<file path="src/rtl/envase_pkg.sv">
// Shared definitions for the bottling line controller.
//   estado_t  : state encoding, also exported on the estado debug port
//   DUZIA     : approved bottles per dozen
//   ROLHA_W   : cork stock width (0..99)
//   GARRAFA_W : bottle-in-dozen width (0..11)
package envase_pkg;

    typedef enum logic [2:0] {
        PARADO     = 3'd0,
        AVANCA     = 3'd1,
        ENCHE      = 3'd2,
        VEDA       = 3'd3,
        INSPECIONA = 3'd4,
        DESCARTA   = 3'd5,
        SAIDA      = 3'd6,
        FALHA      = 3'd7
    } estado_t;

    localparam int DUZIA     = 12;
    localparam int ROLHA_W   = 7;
    localparam int GARRAFA_W = 4;

endpackage

</file>
<file path="src/rtl/controlador_envase_if.sv">
// Sensor / actuator bundle of the bottling line controller.
//   slave  : controller side (sensors in, actuators and counts out)
//   master : line / display side
//   sensors   : start, pg, ch, cq, eb, repor
//   actuators : motor, valvula, vedar, descarte
//   status    : inc_duzia, garrafas, rolhas, alarme, estado
interface controlador_envase_if;
    import envase_pkg::*;

    logic                 start;
    logic                 pg;
    logic                 ch;
    logic                 cq;
    logic                 eb;
    logic                 repor;
    logic                 motor;
    logic                 valvula;
    logic                 vedar;
    logic                 descarte;
    logic                 inc_duzia;
    logic [GARRAFA_W-1:0] garrafas;
    logic [ROLHA_W-1:0]   rolhas;
    logic                 alarme;
    logic [2:0]           estado;

    modport slave (
        input  start, pg, ch, cq, eb, repor,
        output motor, valvula, vedar, descarte, inc_duzia,
               garrafas, rolhas, alarme, estado
    );

    modport master (
        output start, pg, ch, cq, eb, repor,
        input  motor, valvula, vedar, descarte, inc_duzia,
               garrafas, rolhas, alarme, estado
    );

endinterface

</file>
<file path="src/rtl/temporizador_estado.sv">
// 8-bit state timer shared by the fill (ENCHE) and capping (VEDA) states.
//   clock, reset : system clock, async active-high reset
//   clr          : synchronous clear (takes priority over en)
//   en           : count enable
//   lim          : terminal value
//   fim          : high while the count equals lim
module temporizador_estado (
    input  logic       clock,
    input  logic       reset,
    input  logic       clr,
    input  logic       en,
    input  logic [7:0] lim,
    output logic       fim
);

    logic [7:0] cnt;

    always_ff @(posedge clock or posedge reset) begin
        if (reset)
            cnt <= 8'd0;
        else if (clr)
            cnt <= 8'd0;
        else if (en)
            cnt <= cnt + 8'd1;
    end

    assign fim = (cnt == lim);

endmodule

</file>
<file path="src/rtl/controlador_envase.sv">
// Bottling line sequencing FSM: conveyor, fill valve, capper and reject gate,
// plus the bottle-per-dozen and cork stock counts for the display datapath.
//   clock, reset : system clock, async active-high reset
//   linha        : sensor inputs and registered (Moore) outputs
// Optional build macro ROLHA_AUTO_REPOR_EN: cork stock reloads automatically
// when it runs out at a bottle boundary instead of stopping the line.
module controlador_envase
    import envase_pkg::*;
#(
    parameter int ROLHAS_INI  = 99,
    parameter int T_ENCHE_MAX = 200,
    parameter int T_VEDA      = 4
) (
    input  logic                 clock,
    input  logic                 reset,
    controlador_envase_if.slave  linha
);

    localparam logic [ROLHA_W-1:0] ROLHAS_CARGA = ROLHA_W'(ROLHAS_INI);

    estado_t              estado, prox;
    logic [ROLHA_W-1:0]   rolhas, rolhas_prox;
    logic [GARRAFA_W-1:0] garrafas;
    logic                 motor, valvula, vedar, descarte, inc_duzia, alarme;
    logic                 fim;
    logic [7:0]           lim;

    // Timer restarts on every state change, so each visit to ENCHE/VEDA counts from 0.
    assign lim = (estado == ENCHE) ? 8'(T_ENCHE_MAX - 1) : 8'(T_VEDA - 1);

    temporizador_estado u_temp (
        .clock (clock),
        .reset (reset),
        .clr   (prox != estado),
        .en    ((estado == ENCHE) || (estado == VEDA)),
        .lim   (lim),
        .fim   (fim)
    );

    always_comb begin
        prox        = estado;
        rolhas_prox = rolhas;
        case (estado)
            PARADO: begin
                if (linha.repor)
                    rolhas_prox = ROLHAS_CARGA;
                if (linha.start && rolhas != '0)
                    prox = AVANCA;
            end
            AVANCA: begin
                if (linha.pg)
                    prox = ENCHE;
                else if (!linha.start)
                    prox = PARADO;
            end
            ENCHE: begin
                // bottle full wins over a simultaneous timeout
                if (linha.ch)
                    prox = VEDA;
                else if (fim)
                    prox = FALHA;
            end
            VEDA: begin
                if (fim) begin
                    prox = INSPECIONA;
                    if (rolhas != '0)
                        rolhas_prox = rolhas - 1'b1;
                end
            end
            INSPECIONA: prox = linha.cq ? SAIDA : DESCARTA;
            SAIDA, DESCARTA: begin
                if (linha.eb) begin
`ifdef ROLHA_AUTO_REPOR_EN
                    if (rolhas == '0)
                        rolhas_prox = ROLHAS_CARGA;
                    prox = linha.start ? AVANCA : PARADO;
`else
                    prox = (linha.start && rolhas != '0) ? AVANCA : PARADO;
`endif
                end
            end
            FALHA: begin
                if (linha.repor)
                    rolhas_prox = ROLHAS_CARGA;
                if (!linha.start)
                    prox = PARADO;
            end
            default: prox = PARADO;
        endcase
    end

    // Outputs are decoded from the next state so they line up with estado.
    always_ff @(posedge clock or posedge reset) begin
        if (reset) begin
            estado    <= PARADO;
            rolhas    <= ROLHAS_CARGA;
            garrafas  <= '0;
            motor     <= 1'b0;
            valvula   <= 1'b0;
            vedar     <= 1'b0;
            descarte  <= 1'b0;
            inc_duzia <= 1'b0;
            alarme    <= 1'b0;
        end else begin
            estado    <= prox;
            rolhas    <= rolhas_prox;
            motor     <= (prox == AVANCA) || (prox == SAIDA) || (prox == DESCARTA);
            valvula   <= (prox == ENCHE);
            vedar     <= (prox == VEDA);
            descarte  <= (prox == DESCARTA);
            alarme    <= (prox == FALHA) || ((prox == PARADO) && (rolhas_prox == '0));
            inc_duzia <= 1'b0;
            if (estado == SAIDA && linha.eb) begin
                if (garrafas == GARRAFA_W'(DUZIA - 1)) begin
                    garrafas  <= '0;
                    inc_duzia <= 1'b1;
                end else begin
                    garrafas <= garrafas + 1'b1;
                end
            end
        end
    end

    assign linha.motor     = motor;
    assign linha.valvula   = valvula;
    assign linha.vedar     = vedar;
    assign linha.descarte  = descarte;
    assign linha.inc_duzia = inc_duzia;
    assign linha.garrafas  = garrafas;
    assign linha.rolhas    = rolhas;
    assign linha.alarme    = alarme;
    assign linha.estado    = estado;

endmodule

</file>
<file path="src/flat_wrapper.sv">
// flat-port wrapper written by rule: the top's interface ports become plain ports
module controlador_envase_flat import envase_pkg::*;
#(
    parameter int ROLHAS_INI  = 99,
    parameter int T_ENCHE_MAX = 200,
    parameter int T_VEDA      = 4
)
  (clock, reset, linha_start, linha_pg, linha_ch, linha_cq, linha_eb, linha_repor, linha_motor, linha_valvula, linha_vedar, linha_descarte, linha_inc_duzia, linha_garrafas, linha_rolhas, linha_alarme, linha_estado);
  controlador_envase_if linha_i ();
  input  logic clock;
  input  logic reset;
  input wire logic [$bits(linha_i.start)-1:0] linha_start;
  input wire logic [$bits(linha_i.pg)-1:0] linha_pg;
  input wire logic [$bits(linha_i.ch)-1:0] linha_ch;
  input wire logic [$bits(linha_i.cq)-1:0] linha_cq;
  input wire logic [$bits(linha_i.eb)-1:0] linha_eb;
  input wire logic [$bits(linha_i.repor)-1:0] linha_repor;
  output wire logic [$bits(linha_i.motor)-1:0] linha_motor;
  output wire logic [$bits(linha_i.valvula)-1:0] linha_valvula;
  output wire logic [$bits(linha_i.vedar)-1:0] linha_vedar;
  output wire logic [$bits(linha_i.descarte)-1:0] linha_descarte;
  output wire logic [$bits(linha_i.inc_duzia)-1:0] linha_inc_duzia;
  output wire logic [$bits(linha_i.garrafas)-1:0] linha_garrafas;
  output wire logic [$bits(linha_i.rolhas)-1:0] linha_rolhas;
  output wire logic [$bits(linha_i.alarme)-1:0] linha_alarme;
  output wire logic [$bits(linha_i.estado)-1:0] linha_estado;
  assign linha_i.start = linha_start;
  assign linha_i.pg = linha_pg;
  assign linha_i.ch = linha_ch;
  assign linha_i.cq = linha_cq;
  assign linha_i.eb = linha_eb;
  assign linha_i.repor = linha_repor;
  assign linha_motor = linha_i.motor;
  assign linha_valvula = linha_i.valvula;
  assign linha_vedar = linha_i.vedar;
  assign linha_descarte = linha_i.descarte;
  assign linha_inc_duzia = linha_i.inc_duzia;
  assign linha_garrafas = linha_i.garrafas;
  assign linha_rolhas = linha_i.rolhas;
  assign linha_alarme = linha_i.alarme;
  assign linha_estado = linha_i.estado;
  controlador_envase #(.ROLHAS_INI(ROLHAS_INI), .T_ENCHE_MAX(T_ENCHE_MAX), .T_VEDA(T_VEDA)) u_core (.clock(clock), .reset(reset), .linha(linha_i));
endmodule
</file>
<file path="config.mk">
export PLATFORM = sky130hd
export DESIGN_NAME = controlador_envase_flat
export DESIGN_NICKNAME = d
export VERILOG_FILES = /design/src/rtl/envase_pkg.sv /design/src/rtl/controlador_envase_if.sv /design/src/rtl/temporizador_estado.sv /design/src/rtl/controlador_envase.sv /design/src/flat_wrapper.sv
export SDC_FILE = /design/constraint.sdc
export NUM_CORES = 1
export LEC_CHECK = 0
export CAP_MARGIN = 20
export CORE_ASPECT_RATIO = 1.75
export CORE_UTILIZATION = 50
export DETAILED_ROUTE_END_ITERATION = 6
export GPL_TIMING_DRIVEN = 0
export PLACE_DENSITY = 0.73
export SLEW_MARGIN = 20
export SYNTH_ARGS = -nofsm -noshare
export SYNTH_HDL_FRONTEND = slang
export SYNTH_SLANG_ARGS = --single-unit
</file>
<file path="constraint.sdc">
create_clock -name clock -period 6.9 [get_ports clock]
set_clock_uncertainty 0.15 [all_clocks]
set_input_delay 1.38 -clock clock [delete_from_list [all_inputs] [get_ports clock]]
set_output_delay 1.38 -clock clock [all_outputs]
set_load 0.05 [all_outputs]
</file>
==> impl_results.md, run 1 <==
- Status: finished clean
- Ys async rst share: between 90% and 100%
- Hold Crit Depth: 1
- Initial antenna violation count: 0
- Flop pwr share: 30.0%
- Clock latency on the worst-skew pair: about 280 ps
- CTS tree: built
- First-pass GRT wire length: 7.362 mm
- CTS root buf: clkbuf_8
- Final Instance Area: 0.002172 mm²
- H-tree levels: 1
- Register-to-Register Path Depth: 7
- Commonest non-fill, non-tap cell in the layout: nand2_1
- Fill count: 310
- CORE AREA: roughly 0.0034 mm²
- Total vias in the final route: 1707
- Mapped Area: 0.001790 mm²
- Multiplexer share of the synthesized area: 2.586%
- Die W: ~47 µm
- Arrival time at the worst endpoint: 3530 ps
- CTS-repair resized insts: 0
- Syn Nets: around 220
- CP required: 6970 ps
- GR Util All Layers: a little over a quarter
- Footprint of the multi-input gates: 0.001010 mm²
- Initial Util: 52.69%
- Peak supply drop: 180.4 µV
- Simple-Gate Fraction of Synth Area: 27.18%
- Endpoints failing setup: 0
- Setup bufs post-CTS: 0
- Final Util: 63.92%
- Slew of the pin with the lowest slew margin: ~640 ps
- Top FF cell, synth: dfrtp_1
- Startpoint type of the worst setup path: input pin
- Lkg Pwr: 0.0009490 µW
- Clk network pwr share: between 10% and 20%
- Buffers on Ports: 27
- Crit. End Element: register
- Yosys warns: 0
- Synth Area in Adders: 2.795%
- Sequential share of the synthesized area: 39.41%
- Detailed Place HPWL: 3.349 mm
- Max Freq: 289.0 MHz
- Clock buffer count from CTS: 3
- Most frequent cells in the layout: 28 x nand2_1, 27 x clkdlybuf4s50_1, 24 x dfrtp_1, 17 x a21oi_1, 12 x o21ai_0
- Slew Limit Fails: 0
- Clk sinks: 28
- Sw Share: 47.90%
- Worst reg2reg startpoint: u_core.u_temp.cnt[0]
- Longest Clk Path Bufs: 2
- Min cycle time layout: 3460 ps
- R2R Setup Slk: 4140 ps
- Cell variety after synth: 54
- Wire length per cell: 15.57 µm
- Period utilization: around 50%
- Max-cap violations: 0
- Power per cell area: around 360 mW/mm²
- Diodes inserted: 0
- Internal power: just over 400 µW
- Area grow syn2layout: 21.31%
- Hold Vio Cnt, Final: 0
- RSZ-0062 raised after global routing: no
- Post-Synth XOR/XNOR Area: 3.424%
- GPL Wtd Cong: 0.9126
- Initial drt markers: 72
- Antenna-violating nets left: 0
- Vias in the first global route: 1652
- Final WL: 4.360 mm
- Worst-path clk slew: 90 ps
- Post-Syn Instances: 204
- Ports: 28
- Vias per Instance: between 6 and 7
- Share of layout cells above drive strength 1: under 10%
- Rel. slew slack: 57.03%
- Worst reg2reg path endpoint: u_core.linha.alarme
- Rows: 28
- Min-delay src: u_core.linha.garrafas[2]
- Hold Crit Endpoint: u_core.linha.inc_duzia
- Post-route setup TNS: 0 ps
- Post-synth EDFFs: 0
- DRC Markers: 0
- CP max FO: 5
- Hold Buf Count CTS: 0
- GRT overflow: 0
- Die area: between 0.003 and 0.004 mm²
- Sw Pwr: 377.7 µW
- Comb pwr share: 57.0%
- Register bit total from synthesis: 28
- Sequential cell area: slightly above 700 µm²
- Post-Syn Area per Cell: about 8.8 µm²
- Synth Area in Compound Gates: 20.41%
- Largest net degree at the start of global routing: 29
- Hold Path Class: register to register
- Main combinational cell family by area after synthesis: simple AND/OR/NAND/NOR gates
- Nets@finish: ~250
- CP Class: input pin to register
- Placed cell area: 0.002117 mm²
- DR pass1 iterations: 4
- Die Y: just over 80 µm
-- cell type report --
| class | instances | area share (%) |
|---|---|---|
| Sequential cell | 28 | 32.49 |
| Buffer | 8 | 1.901 |
| Timing Repair Buffer | 27 | 12.44 |
| Tap cell | 45 | 2.592 |
| Inverter | 9 | 1.555 |
| Multi-Input combinational cell | 159 | 46.49 |
| Clock buffer | 4 | 2.535 |
-- cells by family (layout without fill, tap and decap cells) --
logic type                 count (synthesis)  after routing
AOI/OAI and AO/OA                         56             56
adders and majority gates                  4              4
buffers and inverters                     17             48
and+or+nand+nor                           88             88
DFF                                       28             28
muxes                                      4              4
xor gates and xnor gates                   7              7
-- layer usage --
metal	vias to the layer above	track usage, %	part of all wire [%]
li1	809	-	-
met1	812	29.40	36
met2	63	44.11	55
met3	23	4.667	4.0
met4	0	15.71	4.3
met5	-	0	0
-- worst max path at each step --
| stage | start | end | cells after the start |
|---|---|---|---|
| finish | linha_start | u_core.linha.alarme | 7 |
| global route | linha_start | u_core.linha.alarme | 7 |
| CTS | linha_start | u_core.linha.alarme | 7 |
| detailed placement | linha_start | u_core.linha.alarme | 7 |
| global placement | linha_start | u_core.linha.alarme | 7 |
| floorplan | linha_start | u_core.linha.alarme | 6 |
-- worst max-delay path, stage by stage --
cell             delay (ps)
clkdlybuf4s50_1         510
or2b_1                  260
a31oi_1                 230
o22ai_1                 190
nand4b_1                210
a2111oi_0               530
a31o_1                  220
-- synthesized netlist by cell type (all sizes together), types with 2 or more instances --
master  number  share of area [%]
a211o        3                1.5
a211oi       2               0.84
a21o         3                1.3
a21oi       17                4.8
a31oi        2               0.70
and3         5                1.7
buf          4                1.5
clkbuf       4               0.84
dfrtp       24                 34
dfstp        4                5.9
ha           4                2.8
inv          9                1.9
mux2         2                1.5
mux2i        2                1.1
nand2       28                5.9
nand2b       5                1.7
nand3        8                2.5
nand3b       2               0.84
nand4        3                1.0
nor2         9                1.9
nor2b        2               0.70
nor3        10                2.8
nor3b        4                2.3
nor4         2               0.70
o21a         2               0.84
o21ai       12                3.4
o22ai        2               0.70
or3          3                1.0
xnor2        4                2.0
xor2         3                1.5
-- power groups by stage --
| stage | registers, µW | logic [µW] | clock network (µW) |
|---|---|---|---|
| finish | 236 | 449 | 103 |
| global route | 241 | 489 | 111 |
| CTS | 237 | 447 | 105 |
| detailed placement | 240 | 445 | 0 |
| global placement | 238 | 436 | 0 |
| floorplan | 327 | 231 | 0 |
-- state kept, by name, summed over array words and instances, names as in the netlist --
name,count
u_core.linha.garrafas,4
u_core.linha.estado,3
u_core.linha.vedar,1
u_core.linha.rolhas,7
u_core.linha.inc_duzia,1
u_core.linha.motor,1
u_core.u_temp.cnt,8
u_core.linha.alarme,1
u_core.linha.valvula,1
u_core.linha.descarte,1
-- stage by stage --
step                      worst slack, ps  power, µW  instances  hold WS, ps
after floorplan                      4076      558.4        204        389.8
after global placement               3147      673.3        276        387.2
after detailed placement             3219      684.3        276        405.9
after CTS                            3488      788.5        280        418.7
after global routing                 3152      841.4        280        463.4
final                                3440      788.5        280        407.2
(Power assumes the default switching activity.)
==> run 2, diff against run 1 <==
- CORE_UTILIZATION: 50 -> 48
- clock period: 6.9 -> 3 ns (I/O delays scaled with it)
==> run 2 against run 1 <==
  * Sequential cell count unchanged
  * Final cell count increased by 0.36%
  * Register-to-register slack got worse by 3900 ps
  * Critical path depth unchanged
  * Utilization decreased by 3.0 points
  * Via count decreased by 5.1%
  * Critical endpoint unchanged
  * Largest cell class unchanged
  * Largest power group unchanged
==> impl_results.md, run 2 (same netlist as run 1, synthesis figures left out) <==
- Status: finished clean (unchanged)
- Final WL: 4.183 mm (was 4.360 mm)
- GRT overflow: 0 (unchanged)
- Die area: 0.003988 mm² (was 0.003834 mm²)
- Clock buffer count from CTS: 3 (unchanged)
- CTS tree: built (unchanged)
- Diodes inserted: 0 (unchanged)
- Buffers on Ports: 27 (unchanged)
- Total vias in the final route: 1620 (was 1707)
- Hold Buf Count CTS: 0 (unchanged)
- First-pass GRT wire length: 6.665 mm (was 7.362 mm)
- Regs by FF count: u_core.u_temp.cnt x8, u_core.linha.rolhas x7, u_core.linha.garrafas x4 (unchanged)
- Initial Util: 49.84% (was 52.69%)
- CTS root buf: clkbuf_8 (unchanged)
- Rel. slew slack: 52.76% (was 57.03%)
- Crit-path cells: ha_1 > nor4b_4 > and2_1 > nand3_2 > or2_0 > a2111oi_0 > a31o_1 (was clkdlybuf4s50_1 > or2b_1 > a31oi_1 > o22ai_1 > nand4b_1 > a2111oi_0 > a31o_1)
- Rows: 29 (was 28)
- H-tree levels: 1 (unchanged)
- GPL Wtd Cong: 0.8545 (was 0.9126)
- Vias per Instance: 5.765 (was 6.096)
- Clock latency on the worst-skew pair: 280 ps (about the same)
- Die W: 48.17 µm (was 47.24 µm)
- Commonest non-fill, non-tap cell in the layout: nand2_1 (unchanged)
- CORE AREA: 0.003592 mm² (was 0.003398 mm²)
- Most frequent cells in the layout: 28 x nand2_1, 27 x clkdlybuf4s50_1, 24 x dfrtp_1, 17 x a21oi_1, 12 x o21ai_0 (unchanged)
- CP Buf/Inv Count: 0 (was 1)
- Lkg Pwr: 0.0009560 µW (was 0.0009490 µW)
- Initial drt markers: 52 (was 72)
- CP Class: register to register (was input pin to register)
- GR Util All Layers: 23.56% (was 26.38%)
- RSZ-0062 raised after global routing: no (unchanged)
- Nets@finish: 248 (unchanged)
- Setup bufs post-CTS: 0 (unchanged)
- DR pass1 iterations: 4 (unchanged)
- Peak supply drop: 478.8 µV (was 180.4 µV)
- Cell family contributing the most delay on the critical path: simple AND/OR/NAND/NOR gates (was compound AO/OA/AOI/OAI gates)
- Tot Pwr: 1874 µW (was 788.5 µW)
- Ports: 28 (unchanged)
- CP required: 3070 ps (was 6970 ps)
- Slew of the pin with the lowest slew margin: 703.2 ps (was 639.7 ps)
- Slowest-stage cell, CP: a2111oi_0 (unchanged)
- Antenna-violating nets left: 0 (unchanged)
- Detailed Place HPWL: 3.107 mm (was 3.349 mm)
- Crit. End Element: register (unchanged)
- DRC Markers: 0 (unchanged)
- Largest net degree at the start of global routing: 29 (unchanged)
- Hold Vio Cnt, Final: 0 (unchanged)
- Vias in the first global route: 1531 (was 1652)
- Worst-path clk slew: 90 ps (about the same)
- Area grow syn2layout: 22.29% (was 21.31%)
- Initial antenna violation count: 0 (unchanged)
- Max Freq: 366.6 MHz
- CP max FO: 10 (was 5)
- Longest Clk Path Bufs: 2 (unchanged)
- CTS-repair resized insts: 0 (unchanged)
- Startpoint type of the worst setup path: register (was input pin)
- Share of layout cells above drive strength 1: 8.085% (unchanged)
- Hold Path Class: register to register (unchanged)
- Slew Limit Fails: 0 (unchanged)
- Arrival time at the worst endpoint: 2800 ps (was 3530 ps)
- Min cycle time layout: 2728 ps
- Clk sinks: 28 (unchanged)
- Slowest cell delay on critical path: 540 ps (was 530 ps)
- Post-route setup TNS: 0 ps (unchanged)
- Die Y: 82.80 µm (was 81.16 µm)
- Max-cap violations: 0 (unchanged)
- Wire length per cell: 14.89 µm (was 15.57 µm)
- Largest register FFs: 8 (unchanged)
- Top reg by flops: u_core.u_temp.cnt (unchanged)
- Endpoints failing setup: 0 (unchanged)
- Period utilization: between 90% and 100%
- Power per cell area: 855.9 mW/mm² (was 363.0 mW/mm²)
run 2: changes by cell type in the layout (fill, tap and decap cells not counted):
cell | previous run | this run
clkbuf_8 | 4 | 3
bufinv_16 | 0 | 1
run 2: power by group:
group | internal (µW) | total (µW) | switching [µW]
Sequential | 465 | 545 | 79.2
Combinational | 361 | 1030 | 666
Clock | 179 | 303 | 124
Total | 1010 | 1870 | 869
run 2: worst reg2reg max path, stage by stage (launching register included):
cell and delay (ps):
dfrtp_1 400, ha_1 210, nor4b_4 450, and2_1 290, nand3_2 150, or2_0 250
a2111oi_0 540, a31o_1 220
run 2: layout make-up:
class	instances	area, µm²
fillers	317	1403
multi-input cells	159	1010
flip-flops and latches	28	705.7
repair buffers	27	270.3
well taps	46	57.56
clock buffers	3	41.29
plain buffers	8	41.29
inverters	9	33.78
clock inverters	1	30.03
run 2: routing by layer:
metal / vias to the layer above / GRT usage, % / wire [µm]
met5: - / 0 / 0
met4: 0 / 11.94 / 144
met3: 11 / 2.381 / 114
met2: 38 / 41.87 / 2251
met1: 769 / 25.82 / 1672
li1: 802 / - / -
run 2: worst paths after layout:
path,startpoint,to,slack (ps),cells past startpoint
max,u_core.u_temp.cnt[0],u_core.linha.alarme,270,7
min,u_core.linha.garrafas[2],u_core.linha.inc_duzia,400,1
max reg2reg,u_core.u_temp.cnt[0],u_core.linha.alarme,270,7
min reg2reg,u_core.linha.garrafas[2],u_core.linha.inc_duzia,400,1
max in group asynchronous,reset,u_core.linha.garrafas[1],1760,2
min in group asynchronous,reset,u_core.linha.valvula,540,2
run 2: metrics by stage:
| step | area, µm² | utilization, % | setup WS [ps] | cells | hold slack [ps] |
|---|---|---|---|---|---|
| 2_1_floorplan | 1790 | - | 322.1 | 204 | 389.8 |
| 3_3_place_gp | 2118 | 58.97 | 73.67 | 277 | 388.8 |
| 3_5_place_dp | 2118 | 58.97 | 109.2 | 277 | 397.0 |
| 4_1_cts | 2190 | 60.95 | 264.9 | 281 | 411.0 |
| 5_1_grt | 2190 | 60.95 | 86.76 | 281 | 453.9 |
| 6_report | 2190 | 60.95 | 272.5 | 281 | 402.3 |
